===== src/rtl/tone_sequencer.sv =====
`default_nettype none
// ============================================================================
// Module   : tone_sequencer
// Purpose  : Plays a per-event note sequence as a PWM-modulated square wave
//            for the PmodAMP2, with priority pre-emption, latched volume and
//            amplifier-enable control.
// Revision : 1.0 - initial release
// ============================================================================
module tone_sequencer #(
    parameter int N_EVENTS = 3,
    parameter int NOTES    = 4,
    parameter int HP_W     = 16,
    parameter logic [N_EVENTS*NOTES*HP_W-1:0] NOTE_TABLE = '0,
    parameter int NOTE_LEN = 12_500_000,
    parameter int GAP_LEN  = 500_000,
    parameter int PWM_BITS = 8,
    localparam int EV_W    = (N_EVENTS > 1) ? $clog2(N_EVENTS) : 1
) (
    input  logic                clk,
    input  logic                reset,
    input  logic [N_EVENTS-1:0] event_req,
    input  logic [PWM_BITS-1:0] volume,
    output logic                audio_pwm,
    output logic                amp_en,
    output logic                busy,
    output logic [EV_W-1:0]     active_event,
    output logic                done
);

    localparam int NI_W   = (NOTES > 1) ? $clog2(NOTES) : 1;
    localparam int TI_W   = (N_EVENTS * NOTES > 1) ? $clog2(N_EVENTS * NOTES) : 1;
    localparam int NOTE_W = (NOTE_LEN > 1) ? $clog2(NOTE_LEN) : 1;
    localparam int GAP_W  = (GAP_LEN > 1) ? $clog2(GAP_LEN) : 1;

    localparam logic [NOTE_W-1:0] c_NOTE_LAST = NOTE_W'(NOTE_LEN - 1);
    localparam logic [GAP_W-1:0]  c_GAP_LAST  = GAP_W'((GAP_LEN > 0) ? GAP_LEN - 1 : 0);
    localparam logic [NI_W-1:0]   c_IDX_LAST  = NI_W'(NOTES - 1);
    localparam bit                c_NO_GAP    = (GAP_LEN == 0);

    localparam logic [1:0] S_IDLE = 2'd0;
    localparam logic [1:0] S_PLAY = 2'd1;
    localparam logic [1:0] S_GAP  = 2'd2;

    logic [1:0]          r_state;
    logic [1:0]          w_state_nxt;
    logic [N_EVENTS-1:0] r_req_q;
    logic                r_rst_mask;
    logic [EV_W-1:0]     r_ev;
    logic [PWM_BITS-1:0] r_vol_q;
    logic [NI_W-1:0]     r_note_idx;
    logic [NOTE_W-1:0]   r_note_cnt;
    logic [GAP_W-1:0]    r_gap_cnt;
    logic [HP_W-1:0]     r_hp_cnt;
    logic                r_phase;
    logic [PWM_BITS-1:0] r_pwm_cnt;
    logic                r_audio;
    logic                r_amp_en;
    logic                r_done;

    logic [N_EVENTS-1:0] w_edge;
    logic                w_edge_any;
    logic [EV_W-1:0]     w_edge_idx;
    logic                w_note_end;
    logic                w_gap_end;
    logic                w_last_note;
    logic                w_preempt;
    logic                w_start;
    logic                w_adv;
    logic                w_note_start;
    logic [TI_W-1:0]     w_entry;
    logic [HP_W-1:0]     w_hp;
    logic [HP_W-1:0]     w_table [N_EVENTS*NOTES];

    // Unpack the flat note table into an indexable array of half-periods
    for (genvar gi = 0; gi < N_EVENTS * NOTES; gi++) begin : g_table
        assign w_table[gi] = NOTE_TABLE[gi*HP_W +: HP_W];
    end

    // The first sampled cycle after reset is masked so a request held through
    // reset must fall and rise again before it can start a sequence.
    assign w_edge     = event_req & ~r_req_q & {N_EVENTS{~r_rst_mask}};
    assign w_edge_any = |w_edge;

    // Lowest-index edge wins: scan from the top so the lowest hit is kept
    always_comb begin
        w_edge_idx = '0;
        for (int i = N_EVENTS - 1; i >= 0; i--) begin
            if (w_edge[i]) begin
                w_edge_idx = EV_W'(i);
            end
        end
    end

    assign w_note_end   = (r_state == S_PLAY) && (r_note_cnt == c_NOTE_LAST);
    assign w_gap_end    = (r_state == S_GAP) && (r_gap_cnt == c_GAP_LAST);
    assign w_last_note  = (r_note_idx == c_IDX_LAST);
    assign w_preempt    = (r_state != S_IDLE) && w_edge_any && (w_edge_idx < r_ev);
    assign w_start      = ((r_state == S_IDLE) && w_edge_any) || w_preempt;
    assign w_adv        = !w_preempt && (w_gap_end ||
                          (w_note_end && !w_last_note && c_NO_GAP));
    assign w_note_start = w_start || w_adv;

    assign w_entry = TI_W'(r_ev) * TI_W'(NOTES) + TI_W'(r_note_idx);
    assign w_hp    = w_table[w_entry];

    // State register
    always_ff @(posedge clk or posedge reset) begin
        if (reset) begin
            r_state <= S_IDLE;
        end else begin
            r_state <= w_state_nxt;
        end
    end

    // Next-state logic; pre-emption always restarts in PLAY
    always_comb begin
        w_state_nxt = r_state;
        case (r_state)
            S_IDLE: if (w_edge_any) w_state_nxt = S_PLAY;
            S_PLAY: begin
                if (w_preempt) begin
                    w_state_nxt = S_PLAY;
                end else if (w_note_end) begin
                    if (w_last_note)   w_state_nxt = S_IDLE;
                    else if (c_NO_GAP) w_state_nxt = S_PLAY;
                    else               w_state_nxt = S_GAP;
                end
            end
            S_GAP: begin
                if (w_preempt || w_gap_end) w_state_nxt = S_PLAY;
            end
            default: w_state_nxt = S_IDLE;
        endcase
    end

    // Status outputs decoded from the current state
    always_comb begin
        busy         = (r_state != S_IDLE);
        active_event = busy ? r_ev : '0;
    end

    // Sequence datapath: event/volume latch, note, gap and tone counters
    always_ff @(posedge clk or posedge reset) begin
        if (reset) begin
            r_req_q    <= '0;
            r_rst_mask <= 1'b1;
            r_ev       <= '0;
            r_vol_q    <= '0;
            r_note_idx <= '0;
            r_note_cnt <= '0;
            r_gap_cnt  <= '0;
            r_hp_cnt   <= '0;
            r_phase    <= 1'b0;
            r_pwm_cnt  <= '0;
        end else begin
            r_req_q    <= event_req;
            r_rst_mask <= 1'b0;
            r_pwm_cnt  <= r_pwm_cnt + 1'b1;

            if (w_start) begin
                r_ev       <= w_edge_idx;
                r_vol_q    <= volume;
                r_note_idx <= '0;
            end else if (w_adv) begin
                r_note_idx <= r_note_idx + 1'b1;
            end

            if (w_note_start || w_note_end || r_state != S_PLAY) begin
                r_note_cnt <= '0;
            end else begin
                r_note_cnt <= r_note_cnt + 1'b1;
            end

            if (r_state == S_GAP && !w_gap_end && !w_preempt) begin
                r_gap_cnt <= r_gap_cnt + 1'b1;
            end else begin
                r_gap_cnt <= '0;
            end

            if (w_note_start) begin
                r_hp_cnt <= '0;
                r_phase  <= 1'b0;
            end else if (r_state == S_PLAY) begin
                if (w_hp == '0) begin
                    r_hp_cnt <= '0;
                    r_phase  <= 1'b0;
                end else if (r_hp_cnt == w_hp - HP_W'(1)) begin
                    r_hp_cnt <= '0;
                    r_phase  <= ~r_phase;
                end else begin
                    r_hp_cnt <= r_hp_cnt + 1'b1;
                end
            end
        end
    end

    // Registered audio, amplifier enable and completion pulse
    always_ff @(posedge clk or posedge reset) begin
        if (reset) begin
            r_audio  <= 1'b0;
            r_amp_en <= 1'b0;
            r_done   <= 1'b0;
        end else begin
            r_audio  <= (r_state == S_PLAY) && r_phase && (r_pwm_cnt < r_vol_q);
            r_amp_en <= (w_state_nxt != S_IDLE);
            r_done   <= w_note_end && w_last_note && !w_preempt;
        end
    end

    assign audio_pwm = r_audio;
    assign amp_en    = r_amp_en;
    assign done      = r_done;

endmodule
`default_nettype wire


===== config.mk =====
export PLATFORM = sky130hd
export DESIGN_NAME = tone_sequencer
export DESIGN_NICKNAME = d
export VERILOG_FILES = /design/src/rtl/tone_sequencer.sv
export SDC_FILE = /design/constraint.sdc
export NUM_CORES = 1
export LEC_CHECK = 0
export BUFFER_PORTS_ARGS = -buffer_cell sky130_fd_sc_hd__clkbuf_2
export CORE_ASPECT_RATIO = 1.5
export CORE_UTILIZATION = 30
export DETAILED_ROUTE_END_ITERATION = 7
export GPL_TIMING_DRIVEN = 0
export MAX_ROUTING_LAYER = met4
export PLACE_DENSITY = 0.52
export SLEW_MARGIN = 20
export SYNTH_ARGS = -nofsm -noshare
export SYNTH_HDL_FRONTEND = slang
export SYNTH_SLANG_ARGS = --single-unit
export TNS_END_PERCENT = 50

===== constraint.sdc =====
create_clock -name clk -period 4.7 [get_ports clk]
set_input_delay 1.41 -clock clk [delete_from_list [all_inputs] [get_ports clk]]
set_output_delay 1.41 -clock clk [all_outputs]
set_load 0.05 [all_outputs]

Yosys cells after proc, flatten, opt, wreduce, memory -nomap -nowiden
Memory sizes are Yosys's and may differ from the RTL's.
Cells that the tools add are included.
- $add $sub $neg: 7
- $lt $le $gt $ge: 3
- equal/unequal tests: 7
- mux-type cells: 24
- bitwise logic cells: 6
- reductions and logical operators: 28
- operators by type and width (operator ; count):
    $mux W16 ; 6
    $add A24 B1 Y24 const B ; 1
    $eq A24 B24 Y1 const B ; 1
    $mux W24 ; 1
    $mux W2 ; 11
    $add A19 B1 Y19 const B ; 1
    $eq A19 B19 Y1 const B ; 1
    $mux W19 ; 1
    $add A16 B1 Y16 const B ; 1
    $eq A16 B16 Y1 ; 1
    $logic_not A16 Y1 ; 1
    $sub A16 B1 Y16 const B ; 1
    $logic_and A1 B1 Y1 ; 12
    $add A8 B1 Y8 const B ; 1
    $lt A8 B8 Y1 ; 1
    $reduce_bool A2 Y1 ; 4
    $and A3 B3 Y3 ; 2
    $pmux W2 S3 ; 1
    $ge A5 B5 Y1 const B ; 1
    $logic_or A1 B1 Y1 ; 5
    $not A4 Y5 ; 1
    $add A4 B2 Y4 ; 1
    $eq A2 B2 Y1 const B ; 2
    $mux W1 ; 4
    other kinds (11) ; 13
- register bits: 89
- bits in read-only memories: 256
- input port bits: 13
- output and inout port bits: 6
- logic and storage cells: 90
- memories: 1
- memory list (memory ; words ; width ; read ports ; clocked after Yosys merged registers in ; wr ports ; RTL line ; source):
    (name not given) ; 16 ; 16 ; 1 ; 0 ; 0 ; 104 ; assign w_hp = w_table[w_entry];

Depth between registers and ports, before layout
Gate-level depths: netlist of run 1.
- word-level depth: 14
- gate-level depth with buffers: 11
- depth with buffers taken out: 9

Worst setup path after synthesis of run 1
OpenSTA, ideal clock, no wires.
- kind: input port to flip-flop
- start point: input event_req[0]
- end point: register r_ev[0]
- data arrival time: 3.174 ns
- data required time: 4.575 ns
- path slack: 1.401 ns
- cell stages on the path: 8
- buffers on the path: 0
- path through: nand2b_1 -> nand2_1 -> nor3b_1 -> ha_1 -> and3b_1 -> a311oi_1 -> o21a_1 -> mux2_2
- longest elaborated chain between the ends: 6
- elaborated cells between the ends (all ways): 9
- ends and longest elaborated chain (item ; RTL line ; source):
    start, declared ; 21 ; input logic [N_EVENTS-1:0] event_req,
    $and A3 B3 Y3 (2 in a row) ; 81 ; assign w_edge = event_req & ~r_req_q & {N_EVENTS{~r_rst_mask}};
    $mux W2 ; 88 ; if (w_edge[i]) begin
    via w_edge_idx[1] ; 62 ; logic [EV_W-1:0] w_edge_idx;
    $lt A2 B2 Y1 ; 97 ; assign w_preempt = (r_state != S_IDLE) && w_edge_any && (w_edge_idx < r_ev);
    $logic_and A1 B1 Y1 ; 97 ;
    $logic_or A1 B1 Y1 ; 98 ; assign w_start = ((r_state == S_IDLE) && w_edge_any) || w_preempt;
    end signal, assigned ; 161 ; r_ev <= w_edge_idx;
    end, declared ; 48 ; logic [EV_W-1:0] r_ev;
The timed path passes the listed nets, and every way through them passes these cells.
A chain may end at the register's enable or synchronous reset.

Final worst setup path of run 1
- start point: input event_req[0]
- end point: register r_gap_cnt[13]
- longest elaborated chain between the ends: 8
- elaborated cells between the ends (all ways): 10
- ends and longest elaborated chain (item ; RTL line ; source):
    $and A3 B3 Y3 (2 in a row) ; 81 ;
    $mux W2 ; 88 ;
    via w_edge_idx[1] ; 62 ;
    $lt A2 B2 Y1 ; 97 ;
    $logic_and A1 B1 Y1 ; 97 ;
    $logic_not A1 Y1 ; 174 ; if (r_state == S_GAP && !w_gap_end && !w_preempt) begin
    $logic_and A1 B1 Y1 ; 174 ;
    $mux W19 ; 174 ;
    end signal, assigned ; 175 ; r_gap_cnt <= r_gap_cnt + 1'b1;
    end, declared ; 52 ; logic [GAP_W-1:0] r_gap_cnt;
The timed path passes the listed nets, and every way through them passes these cells.

==> run metrics, run 1 <==
status=completed; yosys warns=0; CTS clock-pin slew for the worst setup and hold paths=70 ps; clock buffer depth=2; number of I/O port buffers=9; Fin Setup TNS=0 ps; CP Cell Sequence=clkbuf_2, nand2b_1, nand2_1, nor3b_1, ha_1, and3b_1, a311oi_1, nand2_1, nand2b_1, buf_4, buf_6, nor2_1; Power Density=368 nW/um2; CP peak stage delay=420 ps; Post-CTS Hold Buffers=0; NumNets Final=310; First-pass DRT Iterations=4; initial antenna violation count=0; top-area cell type share of the netlist area=0.491; max-slew violation count=0; register area share after synthesis=0.501; Netlist cell types=46; EDFF count, synth=0; Post-DRT Antenna Nets=0; Yosys top cell by area=dfrtp_1; hpwl dp=3610 um; Starting Density=0.310; WHS=484 ps; synthesized area per cell=9.97 um2; initial drt markers=71; area delta synth->final=12.7%; CP Launch Type=input port; Die H=119 um; Clock Tree Root=clkbuf_16; Critical Path AT=3550 ps; Slew HR=0.500; CTS resizes=0; top-count cell post-synth=nor2_1; FP Rows=42; Leakage=1.36 nW; mapped cell area=2750 um2; final hold violation count=0; critical path data required time=4880 ps; via-per-instance ratio=4.73; WL/cell=12.3 um; largest net degree at the start of global routing=56; Die Span X=80.2 um; routed via count=1910; Bufs and invs on worst path=3; ANT cells=0; hold_sp=r_gap_cnt[0]; CP startpoint=event_req[0]; first-pass GRT wire length=8980 um; Die Area=9570 um2; Hold/Removal Path Class=register to register; Final Wtd Congestion=0.724; Slew @ Worst Pin=744 ps; crit-path leading delay family=simple AND/OR/NAND/NOR gates; peak supply drop=0.147 mV; Clock Latency Late Sink=290 ps; CTS tree=done; fin crit period=3370 ps; crit-path max FO=10; core box area=8880 um2; top post-synthesis cells by count=nor2_1 (59), dfrtp_1 (54), xor2_1 (26); number of global-route vias before repair=1991; CTS sink cnt=55; Setup Viol. Count Final=0; fmax=297 MHz; Max H-tree Level=2; slowest CP cell=a311oi_1; Synth area leaders=dfrtp_1 (49%), xor2_1 (8.3%), nor2_1 (8.0%); Max-Cap Viols=0; # IOs=19; Synth Register Bits=55; Main synth FF type=dfrtp_1; RSZ-0062 raised after global routing=no; Clock Skews=4.78 ps; Setup CP Type=input port to register; final wirelength=4990 um; Num CTS Buffers=5; post-CTS setup repair buffer count=0; fin crit share=0.717; share of cells above drive strength 1=0.126; ys async rst share=1.00; GRT overflow=0; Post-Synthesis Cells=276; # fillers=922; Tot GR Track Use=0.122; DRC violations left=0; CP Capture Type=register; Worst R2R Start=r_req_q[0]
==> sequential cells by signal, indices dropped and copies added (netlist names), 2 cells and up <==
register,count
r_note_cnt,24
r_gap_cnt,19
r_req_q,3
r_ev,2
r_note_idx,2
r_state,2
==> where the power goes <==
part           internal [mW]  leakage [nW]  switching (mW)
sequential             0.512         0.737          0.0359
clock                  0.227        0.0761           0.169
combinational         0.0749         0.552           0.121
==> cells by family (layout without fill, tap and decap cells) <==
group,Yosys count,in the layout,share of synthesized area
buffers and inverters,19,36,0.0396
and+or+nand+nor,144,144,0.280
muxes,2,2,0.00773
DFF,55,55,0.501
adders and majority gates,4,4,0.0182
AOI/OAI and AO/OA,13,13,0.0314
xor gates and xnor gates,38,38,0.121
other,1,2,0.00136
==> layer usage <==
layer	track usage	wire length, um
met5	-	0
met4	0.0301	22
met3	0.0230	112
met2	0.214	2680
met1	0.140	2170
==> final timing paths <==
path	end	slack (ps)	depth (start not counted)
setup / recovery	r_gap_cnt[13]	1330	12
hold / removal	r_gap_cnt[0]	480	1
setup reg to reg	r_gap_cnt[13]	2200	11
hold reg to reg	r_gap_cnt[0]	480	1
max in group asynchronous	r_state[0]	3030	2
min in group asynchronous	r_note_cnt[12]	1210	2
==> final cells by class <==
| type | instances | area (um2) | share of cell area |
|---|---|---|---|
| plain buffers | 7 | 63.8 | 0.0206 |
| repair buffers | 9 | 45.0 | 0.0145 |
| clock inverters | 1 | 7.51 | 0.00242 |
| multi-input cells | 203 | 1270 | 0.409 |
| inverters | 12 | 47.5 | 0.0153 |
| clock buffers | 7 | 153 | 0.0492 |
| well taps | 110 | 138 | 0.0444 |
| flip-flops and latches | 55 | 1380 | 0.444 |
==> cell usage in the layout (no fill, tap or decap), drive strengths merged, types with 2 or more instances in the layout <==
cell type | synthesis | routed
nor2 | 59 | 59
dfrtp | 54 | 54
xor2 | 26 | 26
nand3 | 18 | 18
nand2 | 17 | 17
clkbuf | 1 | 17
nand4 | 13 | 13
xnor2 | 12 | 12
inv | 12 | 12
and3 | 7 | 7
buf | 6 | 6
nand2b | 4 | 4
nor3 | 4 | 4
ha | 4 | 4
nor4 | 4 | 4
nor2b | 3 | 3
o21ai | 3 | 3
and4 | 3 | 3
nor4b | 3 | 3
a21oi | 3 | 3
nor3b | 2 | 2
or3 | 2 | 2
conb | 1 | 2
==> through the flow <==
| stage | setup WS (ps) | utilization | instance area [um2] | power, mW | std cells |
|---|---|---|---|---|---|
| detailed placement | 1010 | 0.331 | 2940 | 0.757 | 396 |
| global placement | 1020 | 0.331 | 2940 | 0.754 | 396 |
| floorplan | 1400 | - | 2760 | 0.712 | 277 |
| CTS | 1300 | 0.349 | 3100 | 1.16 | 404 |
| global route | 1120 | 0.349 | 3100 | 1.20 | 404 |
| finish | 1330 | 0.349 | 3100 | 1.14 | 404 |
(Power assumes the default switching activity.)
==> inputs of run 2 (changes only) <==
--- a/config.mk
+++ b/config.mk
@@ -5,6 +5,7 @@
 export SDC_FILE = /design/constraint.sdc
 export NUM_CORES = 1
 export LEC_CHECK = 0
+export ABC_AREA = 1
 export BUFFER_PORTS_ARGS = -buffer_cell sky130_fd_sc_hd__clkbuf_2
 export CORE_ASPECT_RATIO = 1.5
 export CORE_UTILIZATION = 30
==> constraint.sdc (replaced) <==
create_clock -name clk -period 3.2 [get_ports clk]
set_input_delay 0.96 -clock clk [delete_from_list [all_inputs] [get_ports clk]]
set_output_delay 0.96 -clock clk [all_outputs]
set_load 0.05 [all_outputs]
==> run metrics, run 2 <==
number of I/O port buffers=9 (unchanged); max FFs per register=24 (unchanged); Main synth FF type=dfrtp_1; top-count cell post-synth=nor2_1; initial antenna violation count=0 (unchanged); RSZ-0062 raised after global routing=no; placed inst area=3410 um2 (+16%); status=completed; Bufs and invs on worst path=2 (-1); Netlist cell types=31 (-33%); register area share after synthesis=0.433 (-0.0674); Setup crit end=amp_en; Die Span X=86.1 um (+7.3%); peak supply drop=0.209 mV (+42%); share of cells above drive strength 1=0.135 (+0.00947); Max-Cap Viols=0 (unchanged); Post-CTS Hold Buffers=0 (unchanged); Leakage=1.62 nW (+19%); CP Launch Type=input port; via-per-instance ratio=4.46 (-5.6%); hpwl dp=5340 um (+48%); Clock Skews=9.41 ps (+4.62 ps); slowest CP cell=nor2_1; Synth Register Bits=55 (unchanged); max-slew violation count=0 (unchanged); NumNets Final=452 (+46%); fin crit period=2370 ps; First-pass DRT Iterations=4 (unchanged); crit-path leading delay family=simple AND/OR/NAND/NOR gates; critical path data required time=3360 ps (-1520 ps); Post-DRT Antenna Nets=0 (unchanged); Worst R2R Start=r_rst_mask; Slew @ Worst Pin=688 ps (-56.5 ps); reg2reg end=amp_en; Power Density=500 nW/um2 (+36%); Tot GR Track Use=0.145 (+0.0232); CP startpoint=event_req[1]; Hold/Removal Path Class=register to register; Yosys top cell by area=dfrtp_1; CTS tree=done; CTS clock-pin slew for the worst setup and hold paths=70 ps (about the same); DRC violations left=0 (unchanged); # IOs=19 (unchanged); # fillers=1085 (+18%); top-area cell type share of the netlist area=0.425 (-0.0661); Post-Synthesis Cells=418 (+51%); fmax=422 MHz; CP Cell Sequence=clkbuf_2, nand3_1, nand2_1, nor2_1, ha_1, nand2_1, inv_1, nor2_1, nor2_1, nor2_1, nand3_1; FP Rows=45 (+7.1%); initial drt markers=85 (+20%); final wirelength=6940 um (+39%); CTS sink cnt=55 (unchanged); most used cell along the critical path=nor2_1; routed via count=2575 (+35%); Fin Setup TNS=0 ps (unchanged); r2r setup slk=1040 ps (-1160 ps); ys async rst share=1.00 (unchanged); GRT overflow=0 (unchanged); Clock Tree Root=clkbuf_16; first-pass GRT wire length=12300 um (+37%); most frequent cells in the layout=nor2_1 (89), nand2_1 (83), inv_1 (55), dfrtp_1 (54), nand3_1 (25); EDFF count, synth=0 (unchanged); FF-to-FF path depth=11 (unchanged); Setup CP Type=input port to register; WHS=529 ps (+44.7 ps); Largest Register=r_note_cnt; clock buffer depth=2 (unchanged); post-CTS setup repair buffer count=0 (unchanged); synthesized area per cell=7.61 um2 (-24%); Starting Density=0.312 (+0.00216); fin crit share=0.741; Max H-tree Level=2 (unchanged); ANT cells=0 (unchanged); core box area=10200 um2 (+15%); Top Registers=r_note_cnt: 24 flops, r_gap_cnt: 19 flops, r_req_q: 3 flops; Slew HR=0.542 (+0.0415); Clock Latency Late Sink=300 ps (about the same); mapped cell area=3180 um2 (+16%); Synth area leaders=dfrtp_1 (43%), nor2_1 (11%), nand2_1 (9.8%); CP Capture Type=register; Num CTS Buffers=5 (unchanged); area delta synth->final=11.6%; largest net degree at the start of global routing=56 (unchanged); Crit. path cell count=11 (-1); number of global-route vias before repair=2648 (+33%); CTS resizes=0 (unchanged); crit-path max FO=5 (-5); Critical Path AT=2530 ps (-1020 ps); yosys warns=0 (unchanged); most common cell after layout, fill and taps aside=nor2_1; final hold violation count=0 (unchanged); Die H=128 um (+7.4%); top post-synthesis cells by count=nor2_1 (89), nand2_1 (83), inv_1 (56); Final Wtd Congestion=0.898 (+24%); Die Area=11000 um2 (+15%); CP peak stage delay=270 ps (-150 ps); Setup Viol. Count Final=0 (unchanged); WL/cell=12.0 um (-2.6%); final instance area=3550 um2 (+14%)
==> run 2: cell types whose count changed in the layout (fill, tap and decap cells not counted), sizes merged, moves of 12 or more <==
cell,delta
nand2,+73
inv,+48
nor2,+40
nor3,+22
xor2,-15
nand3,+12
==> run 2: layout make-up <==
class                      count  area, um2  area share
clock inverter                 2       12.5     0.00353
inverter                      60        228      0.0642
tap                          141        176      0.0497
buffer                         4       41.3      0.0116
clock buffer                   6        129      0.0363
timing repair buffer           9       45.0      0.0127
multi-input combinational    300       1540       0.434
sequential                    55       1380       0.388
==> run 2: cell families after synthesis <==
family                   count (synthesis)  synth area share
AO/OA/AOI/OAI                           14            0.0232
XOR/XNOR                                20            0.0551
adder cells (fa/ha/maj)                  4            0.0157
buffers and inverters                   64            0.0838
flip-flops                              55             0.433
other                                    1           0.00118
AND/OR/NAND/NOR                        260             0.388
==> run 2: how the worst min path moves through the flow <==
stage | from | end | cells after the start
final | r_ev[0] | r_ev[0] | 2
after global routing | r_ev[0] | r_ev[0] | 2
after detailed placement | r_ev[0] | r_ev[0] | 2
after floorplan | r_ev[0] | r_ev[0] | 2
after CTS | r_ev[0] | r_ev[0] | 2
after global placement | r_ev[0] | r_ev[0] | 2
==> run 2: worst register-to-register path, cell delays in order (launching register included) <==
cell	delay [ps]
dfstp_2	510
inv_1	60
nand3_1	90
nand2_1	60
nor2_1	150
ha_1	260
nand2_1	100
inv_1	40
nor2_1	270
nor2_1	170
nor2_1	180
nand3_1	130
==> run 2: power by group <==
group	leakage, nW	internal (mW)	total [mW]	switching [mW]
logic	0.815	0.120	0.430	0.310
clock network	0.0669	0.290	0.545	0.255
registers	0.743	0.751	0.799	0.0478
==> run 2: routing by layer <==
layer  part of all wire  global-route usage  up-vias
met2               0.52               0.253       35
met4              0.045              0.0794        0
li1                   -                   -     1327
met3              0.018              0.0193       20
met1               0.42               0.157     1193
met5                  0                   -        -
==> run 2: per-stage QoR <==
stage / power (mW) / util / setup slack, ps / std cells
2_1_floorplan: 1.15 / - / 899 / 419
3_3_place_gp: 1.25 / 0.334 / 98.7 / 569
3_5_place_dp: 1.25 / 0.334 / 525 / 569
4_1_cts: 1.81 / 0.348 / 840 / 577
5_1_grt: 1.89 / 0.348 / 671 / 577
6_report: 1.77 / 0.348 / 829 / 577
==> inputs of run 3 (changes only) <==
--- a/config.mk
+++ b/config.mk
@@ -5,14 +5,14 @@
 export SDC_FILE = /design/constraint.sdc
 export NUM_CORES = 1
 export LEC_CHECK = 0
-export ABC_AREA = 1
+export ABC_AREA = 0
 export BUFFER_PORTS_ARGS = -buffer_cell sky130_fd_sc_hd__clkbuf_2
 export CORE_ASPECT_RATIO = 1.5
 export CORE_UTILIZATION = 30
 export DETAILED_ROUTE_END_ITERATION = 7
 export GPL_TIMING_DRIVEN = 0
 export MAX_ROUTING_LAYER = met4
-export PLACE_DENSITY = 0.52
+export PLACE_DENSITY = 0.54
 export SLEW_MARGIN = 20
 export SYNTH_ARGS = -nofsm -noshare
 export SYNTH_HDL_FRONTEND = slang
==> constraint.sdc (replaced) <==
create_clock -name clk -period 2.1 [get_ports clk]
set_input_delay 0.63 -clock clk [delete_from_list [all_inputs] [get_ports clk]]
set_output_delay 0.63 -clock clk [all_outputs]
set_load 0.05 [all_outputs]
==> run metrics, run 3 (synthesis results as in run 1) <==
status=finished with violations; failing checks=negative setup slack; most common cell after layout, fill and taps aside=dfrtp_1; Clock Power Share=0.330 (+0.023); Final WS setup=-87.4 ps (-917 ps); final wirelength=5190 um (-25%); Power Density=790 nW/um2 (+58%); Max-Cap Viols=0 (unchanged); Clock Tree Root=clkbuf_16; net switching fraction of the power=0.302 (-0.0438); area delta synth->final=18.9%; GRT overflow=0 (unchanged); RSZ-0062 raised after global routing=yes; Die Span X=80.2 um (-6.8%); First-pass DRT Iterations=5 (+1); Final Wtd Congestion=0.732 (-18%); crit-path max FO=6 (+1); Starting Density=0.310 (-0.00216); Hold/Removal Path Class=input port to async pin; FP Rows=42 (-6.7%); Worst R2R Start=r_rst_mask; NumNets Final=316 (-30%); Die H=119 um (-6.9%); via-per-instance ratio=4.71 (+5.5%); critical path data required time=2280 ps (-1080 ps); number of global-route vias before repair=1946 (-27%); Critical Path AT=2370 ps (-160 ps); number of I/O port buffers=9 (unchanged); first-pass GRT wire length=9030 um (-26%); # fillers=905 (-17%); largest net degree at the start of global routing=56 (unchanged); CP startpoint=event_req[0]; # IOs=19 (unchanged); Post-CTS Hold Buffers=0 (unchanged); fin util=0.368 (+0.0202); max-slew violation count=0 (unchanged); CTS clock-pin slew for the worst setup and hold paths=80 ps (about the same); Tot GR Track Use=0.124 (-0.0213); most frequent cells in the layout=dfrtp_1 (54), nor2_1 (47), xor2_1 (26), nand3_1 (17), nand2_1 (16); initial drt markers=66 (-22%); WL/cell=12.7 um (+5.3%); CP Cell Sequence=clkbuf_8, nand2b_4, nand2_4, nor3b_4, ha_1, nor2b_2, a311oi_2, nand2_1, nand2b_1, buf_6, clkbuf_16, nor2_1; ANT cells=0 (unchanged); peak supply drop=0.312 mV (+49%); Clock Latency Late Sink=300 ps (about the same); core box area=8880 um2 (-13%); Slew HR=0.530 (-0.0120); met1 usage=0.137 (-0.0201); routed via count=1930 (-25%); CP Capture Type=register; Max H-tree Level=2 (unchanged); slowest CP cell=a311oi_2; Combinational Power Share=0.196 (-0.046); Slew @ Worst Pin=700 ps (+12.6 ps); Die Area=9570 um2 (-13%); Place WS=-477 ps (-1000 ps); met2 usage=0.222 (-0.0309); CTS tree=done; share of cells above drive strength 1=0.220 (+0.0847); switching power=780 uW (+27%); CP peak stage delay=300 ps (+30 ps); Setup Viol. Count Final=42 (+42); Post-DRT Antenna Nets=0 (unchanged); hpwl dp=3620 um (-32%); Most Crowded Layer GR=met2; met3 Use GR=0.0184 (-0.000927); Num CTS Buffers=5 (unchanged); DRC violations left=0 (unchanged); initial antenna violation count=0 (unchanged); Largest Register=r_note_cnt; Clock Skews=8.94 ps (-0.468 ps); final hold violation count=0 (unchanged); fmax=457 MHz; Leakage=1.40 nW (-14%); clock buffer depth=2 (unchanged); CP Launch Type=input port; fin crit share=1.04; fin crit period=2190 ps; max FFs per register=24 (unchanged); Final Total Pwr=2.59 mW (+46%); Sequential Power Share=0.475 (+0.025); Internal=1.81 mW (+56%); CTS sink cnt=55 (unchanged); Setup CP Type=input port to register; Top Registers=r_note_cnt: 24 flops, r_gap_cnt: 19 flops, r_req_q: 3 flops
==> run 3: what timing repair did <==
| action | in CTS | in global routing |
|---|---|---|
| gates cloned | 0 | 1 |
| pin swaps | 13 | 3 |
| endpoints found under the setup margin | 37 | 47 |
| resized for setup | 11 | 12 |
| setup buffers | 5 | 1 |
==> run 3: critical path: cells and delay by family <==
family	cells	cell delay, ps
adders and majority gates	1	260
and+or+nand+nor	7	790
AOI/OAI and AO/OA	1	300
buffers and inverters	3	400
==> run 3: power groups by stage <==
stage	clock, mW	sequential, mW	combinational (mW)
floorplan	0	1.23	0.389
global placement	0	1.25	0.467
detailed placement	0	1.25	0.472
CTS	0.876	1.23	0.509
global route	0.920	1.24	0.570
finish	0.853	1.23	0.506
==> run 3: routing by layer <==
| layer | vias up | wire length (um) |
|---|---|---|
| li1 | 965 | - |
| met2 | 16 | 2830 |
| met5 | - | 0 |
| met1 | 942 | 2200 |
| met4 | 0 | 68 |
| met3 | 7 | 99 |
==> run 3: final cells by class <==
| cell class | count | area (um2) | share of cell area |
|---|---|---|---|
| repair buffers | 16 | 128 | 0.0390 |
| multi-input cells | 203 | 1360 | 0.417 |
| well taps | 110 | 138 | 0.0421 |
| clock inverters | 3 | 25.0 | 0.00765 |
| clock buffers | 5 | 125 | 0.0382 |
| inverters | 12 | 47.5 | 0.0145 |
| flip-flops and latches | 55 | 1380 | 0.421 |
| plain buffers | 6 | 67.6 | 0.0207 |
==> run 3: final timing paths <==
path / to / slack, ps / cells past startpoint
min reg2reg: r_gap_cnt[0] / 480 / 1
max in group asynchronous: r_note_idx[1] / 1210 / 2
min: r_note_cnt[10] / 430 / 2
min in group clk: r_req_q[0] / 480 / 1
max: r_gap_cnt[16] / -90 / 12
max reg2reg: r_note_cnt[0] / -80 / 10
==> run 3: per-stage QoR <==
step | setup TNS, ps | cell area [um2] | std cells | hold slack (ps)
global placement | -55590 | 2980 | 396 | 472
detailed placement | -19640 | 2990 | 396 | 479
finish | -2460 | 3270 | 410 | 428
floorplan | -5630 | 2800 | 277 | 443
global route | -7370 | 3270 | 410 | 469
CTS | -4800 | 3210 | 409 | 466
